## src/rtl/csr_access_unit.sv

```systemverilog
// ============================================================================
// Module   : csr_access_unit
// Purpose  : Zicsr initiator. Runs CSRRW/CSRRS/CSRRC as separate read and
//            write cycles, checks privilege and read-only legality, and
//            returns the old CSR value or an illegal-instruction flag.
// Revision : 1.0 - initial release
// ============================================================================
`default_nettype none

module csr_access_unit #(
    parameter int XLEN = 32
) (
    input  logic            clk,
    input  logic            rst,
    input  logic            req_valid,
    output logic            req_ready,
    input  logic [1:0]      req_op,
    input  logic [11:0]     req_addr,
    input  logic [XLEN-1:0] req_src,
    input  logic            req_src_zero,
    input  logic [1:0]      cur_mode,
    output logic            resp_valid,
    input  logic            resp_ready,
    output logic [XLEN-1:0] resp_rdata,
    output logic            resp_exc,
    output logic [11:0]     csr_raddr,
    input  logic [XLEN-1:0] csr_rdata,
    output logic [11:0]     csr_waddr,
    output logic            csr_we,
    output logic [XLEN-1:0] csr_wdata
);

    localparam logic [1:0] OP_RW = 2'b01;
    localparam logic [1:0] OP_RS = 2'b10;

    typedef enum logic [1:0] {
        IDLE  = 2'd0,
        READ  = 2'd1,
        WRITE = 2'd2,
        RESP  = 2'd3
    } state_t;

    state_t            state;
    logic [1:0]        op;
    logic [11:0]       addr;
    logic [XLEN-1:0]   src;
    logic              src_zero;
    logic [1:0]        mode;
    logic [XLEN-1:0]   old_val;
    logic              exc_pending;

    logic              do_write;
    logic              illegal;
    logic [XLEN-1:0]   wdata_next;

    // Legality depends only on the latched micro-op, never on the read data.
    assign do_write = (op == OP_RW) || !src_zero;
    assign illegal  = (op == 2'b00) || (addr[9:8] > mode) ||
                      ((addr[11:10] == 2'b11) && do_write);

    always_comb begin
        wdata_next = csr_rdata & ~src;
        if (op == OP_RW)
            wdata_next = src;
        else if (op == OP_RS)
            wdata_next = csr_rdata | src;
    end

    assign req_ready = (state == IDLE) && !rst;

    always_ff @(posedge clk or posedge rst) begin
        if (rst) begin
            state       <= IDLE;
            op          <= 2'b00;
            addr        <= 12'h000;
            src         <= '0;
            src_zero    <= 1'b0;
            mode        <= 2'b00;
            old_val     <= '0;
            exc_pending <= 1'b0;
            resp_valid  <= 1'b0;
            resp_rdata  <= '0;
            resp_exc    <= 1'b0;
            csr_raddr   <= 12'h000;
            csr_waddr   <= 12'h000;
            csr_we      <= 1'b0;
            csr_wdata   <= '0;
        end else begin
            case (state)
                IDLE: begin
                    if (req_valid) begin
                        op        <= req_op;
                        addr      <= req_addr;
                        src       <= req_src;
                        src_zero  <= req_src_zero;
                        mode      <= cur_mode;
                        csr_raddr <= req_addr;
                        state     <= READ;
                    end
                end
                READ: begin
                    old_val     <= csr_rdata;
                    exc_pending <= illegal;
                    csr_we      <= do_write && !illegal;
                    csr_waddr   <= addr;
                    csr_wdata   <= wdata_next;
                    state       <= WRITE;
                end
                WRITE: begin
                    csr_we     <= 1'b0;
                    resp_valid <= 1'b1;
                    resp_exc   <= exc_pending;
                    resp_rdata <= exc_pending ? '0 : old_val;
                    state      <= RESP;
                end
                RESP: begin
                    if (resp_ready) begin
                        resp_valid <= 1'b0;
                        state      <= IDLE;
                    end
                end
                default: state <= IDLE;
            endcase
        end
    end

endmodule

`default_nettype wire

```

## config.mk

```make
export PLATFORM = sky130hd
export DESIGN_NAME = csr_access_unit
export DESIGN_NICKNAME = d
export VERILOG_FILES = /design/src/rtl/csr_access_unit.sv
export SDC_FILE = /design/constraint.sdc
export NUM_CORES = 1
export LEC_CHECK = 0
export ABC_AREA = 1
export CORE_MARGIN = 3
export CORE_UTILIZATION = 52
export DETAILED_ROUTE_END_ITERATION = 8
export HOLD_SLACK_MARGIN = 0.02
export PLACE_DENSITY = 0.83
export SYNTH_ARGS = -nofsm -noshare
export SYNTH_HDL_FRONTEND = slang
export SYNTH_SLANG_ARGS = --single-unit
```

## constraint.sdc

```tcl
create_clock -name clk -period 8.3 [get_ports clk]
set_clock_uncertainty 0.05 [all_clocks]
set_input_delay 1.245 -clock clk [delete_from_list [all_inputs] [get_ports clk]]
set_output_delay 1.245 -clock clk [all_outputs]
set_load 0.01 [all_outputs]
```

; Word level (Yosys, flattened, before mapping)
; Cells that the tools add are included.
; Widths: inputs -> output; s select.
[classes]
bitwise_logic = 3
order_cmp = 1
shift = 0
n_reduce_logical = 16
n_addsub = 0
n_eq_ne = 8
muxes = 9
multipliers = 0
div_mod_pow = 0
[op_table]
columns = op, count
row1 = $mux 32, 3
row2 = $and 32x32->32, 1
row3 = $not 32->32, 1
row4 = $or 32x32->32, 1
row5 = $eq 2x2->1 const B, 4
row6 = $pmux 2 s4, 1
row7 = $reduce_and 2->1, 3
row8 = $eq 2x1->1 const B, 2
row9 = $logic_not 2->1, 2
row10 = $mux 2, 2
row11 = $ne 2x2->1 const B, 2
row12 = $pmux 1 s2, 2
row13 = $reduce_bool 2->1, 2
row14 = $logic_and 1x1->1, 3
row15 = $logic_not 1->1, 3
row16 = $logic_or 1x1->1, 3
row17 = $gt 2x2->1, 1
row18 = $mux 1, 1
[totals]
regBits = 163
ram_bits = 0
rom_bits = 0
latch_bits = 0
out_inout_bits = 92
n_memories = 0

; Longest topological paths before layout
[depth]
depth_word = 7
depth_mapped = 9
mapped_depth_nobuf = 9

; Worst setup path before layout
; Ideal clock, no wire load.
[synth_timing]
path_kind = input port to output port
start = input rst
end = output req_ready
cell_stages = 1
t_required_ps = 7005
n_path_buf = 0
slack_ps = 5591
arrival_ps = 1414
path_cell_list = nor2_1
[synth_between]
elab_chain_cells = 2
[synth_rtl]
columns = element, line_no
row1 = start: declaration, 14  ; input logic rst,
row2 = $logic_not 1->1 (no line), n/a
row3 = $logic_and 1x1->1, 69  ; assign req_ready = (state == IDLE) && !rst;
row4 = end: declaration, 16  ; output logic req_ready,
; No other way between the ends.

; Worst setup path in the final report
; Ends and elaborated chain as after synthesis.

==> flow_summary.json <==
{
  "path_max_fanout": 2,
  "period_needed_ns": 3.71,
  "grt_pass1_wl_mm": 28.4,
  "cts_tree": "built",
  "cts_setup_buffers": 0,
  "post_cts_resized": 0,
  "track_usage_pct": 25.1,
  "final_common_cell": "nand2_1",
  "vias_per_cell": 5.29,
  "dp_hpwl_mm": 11.2,
  "tightest_slew_ns": 1.04,
  "wl_per_cell_um": 16.4,
  "hold_depth": 2,
  "hold_buffers": 0,
  "final_util_pct": 74.1,
  "dpl_worst_slack_ns": 4.58,
  "vias": 5557,
  "synthesis.area_um2": 6620,
  "setup_ws_ns": 4.59,
  "synth_nets": 802,
  "netlist-cell-type-count": 21,
  "fmax_mhz": 269,
  "final_cell_mix": "nand2_1, clkdlybuf4s50_1, dfrtp_1",
  "worst_setup_path_end_kind": "primary output",
  "dieArea_um2": 14100,
  "finalWeightedCongestion": 0.801,
  "power.leakage_nw": 4.33,
  "grt_overflow": 0,
  "cp_data_arrival_time_ns": 2.42,
  "multi_input_comb_area_um2": 2030,
  "ys_ff_latch": 163,
  "antenna_found_initial": 0,
  "synth_edf_count": 0,
  "p_per_area_nw_per_um2": 414,
  "die_h_um": 119,
  "relSlewSlack_pct": 30.7,
  "dr.pass1.iters": 5,
  "ys_warn_count": 0,
  "regArea_um2": 4080,
  "totalWireLength_mm": 17.2,
  "clock_path_buffers": 2,
  "hold_violations": 0,
  "grt_max_degree": 86,
  "postSynthCellCount": 710,
  "rsz0062_at_grt": "false",
  "clock_sinks": 163,
  "die_w_um": 119,
  "finalMaxSlewViolations": 0,
  "crit_required_ns": 7.01,
  "fp-row-count": 40,
  "setup_tns_ns": 0,
  "syn2layout_area_growth_pct": 36.7,
  "syn_area_per_cell_um2": 9.32,
  "min_period_over_period_pct": 44.7,
  "hold_ws_ns": 0.427,
  "antenna_left": 0,
  "finalPower_mw": 3.74,
  "clockRootBuffer": "clkbuf_16",
  "setup_violations": 0,
  "hold_class": "flop to flop",
  "first_iter_violations": 533,
  "drc": 0,
  "cts_buffers": 17,
  "start_util_pct": 54.2,
  "synthArstFlopShare_pct": 100,
  "htreeDepth": 4,
  "nets": 963,
  "fillers": 886,
  "synth-main-ff-cell": "dfrtp_1",
  "yosysSeqAreaShare_pct": 61.6,
  "reg2regPathDepth": 6,
  "cp-start-kind": "primary input",
  "status": "completed",
  "crit_type": "primary input to primary output",
  "vdd_drop_max_mv": 0.217,
  "clock_latency_ns": 0.42,
  "clk_pin_slew_ns": 0.06,
  "io_pins": 177,
  "drive_gt1_share_pct": 6.57,
  "portBuffers": 176,
  "grt_pass1_vias": 5665,
  "core_area_um2": 12200,
  "diodes": 0,
  "cap_viol_max_count": 0
}
## metal layers
metal | vias up | track usage, % | share of wire, %
met1 | 2697 | 31.8 | 41
met5 | - | 0 | 0
li1 | 2578 | - | -
met2 | 254 | 43.1 | 50
met4 | 0 | 8.25 | 1.6
met3 | 28 | 5.56 | 7.2
## final timing paths
path / startpoint / endpoint / slack (ns)
setup / recovery: rst / req_ready / 4.59
hold / removal: csr_waddr[9] / csr_waddr[9] / 0.43
setup reg to reg: state[0] / resp_rdata[20] / 5.83
hold reg to reg: csr_waddr[9] / csr_waddr[9] / 0.43
max in group asynchronous: rst / addr[0] / 5.35
min in group asynchronous: rst / resp_valid / 1.31
## through the flow
| step | cells | cell area (µm²) |
|---|---|---|
| 4_1_cts | 1051 | 9050 |
| 3_5_place_dp | 1020 | 8420 |
| 5_1_grt | 1051 | 9050 |
| 2_1_floorplan | 710 | 6620 |
| 3_3_place_gp | 1020 | 8420 |
| 6_report | 1051 | 9050 |
## where the power goes
part           switching (mW)  internal [mW]
Sequential              0.188           1.17
Clock                   0.300          0.524
Combinational           0.884          0.677
Total                    1.37           2.37
## area by class of cell
cell class | instances | share of cell area (%)
Clock inverter | 10 | 1.72
Tap cell | 168 | 2.32
Timing Repair Buffer | 180 | 19.8
Multi-Input combinational cell | 428 | 22.4
Inverter | 81 | 3.42
Clock buffer | 21 | 5.20
Sequential cell | 163 | 45.1
## registers in the layout (all words and copies together) (netlist names)
register     flops
src_zero         1
op               2
old_val         32
resp_exc         1
resp_rdata      32
csr_we           1
mode             2
csr_waddr       12
state            2
exc_pending      1
csr_wdata       32
resp_valid       1
src             32
addr            12
## critical path: stages
cell	delay (ns)
clkdlybuf4s50_1	0.50
nor2_1	0.13
clkdlybuf4s50_1	0.54
## cells in the mapped netlist, types with 5 or more instances
library cell,instances,share of area [%]
a21oi_1,46,3.5
buf_2,22,1.7
clkbuf_1,8,0.45
dfrtp_1,163,62
ha_1,7,1.3
inv_1,76,4.3
inv_2,5,0.28
mux2_2,13,2.2
nand2_1,193,11
nor2_1,41,2.3
o21ai_0,86,6.5
o21ai_1,12,0.91
o22ai_1,23,2.2
## logic make-up after synthesis
family / Yosys count / synth area share (%)
flops: 163 / 61.6
buf+inv: 119 / 7.77
fa+ha+maj: 7 / 1.32
simple gates: 240 / 13.9
compound gates: 168 / 13.2
mux: 13 / 2.21
Power figures use the tool's default switching activity.
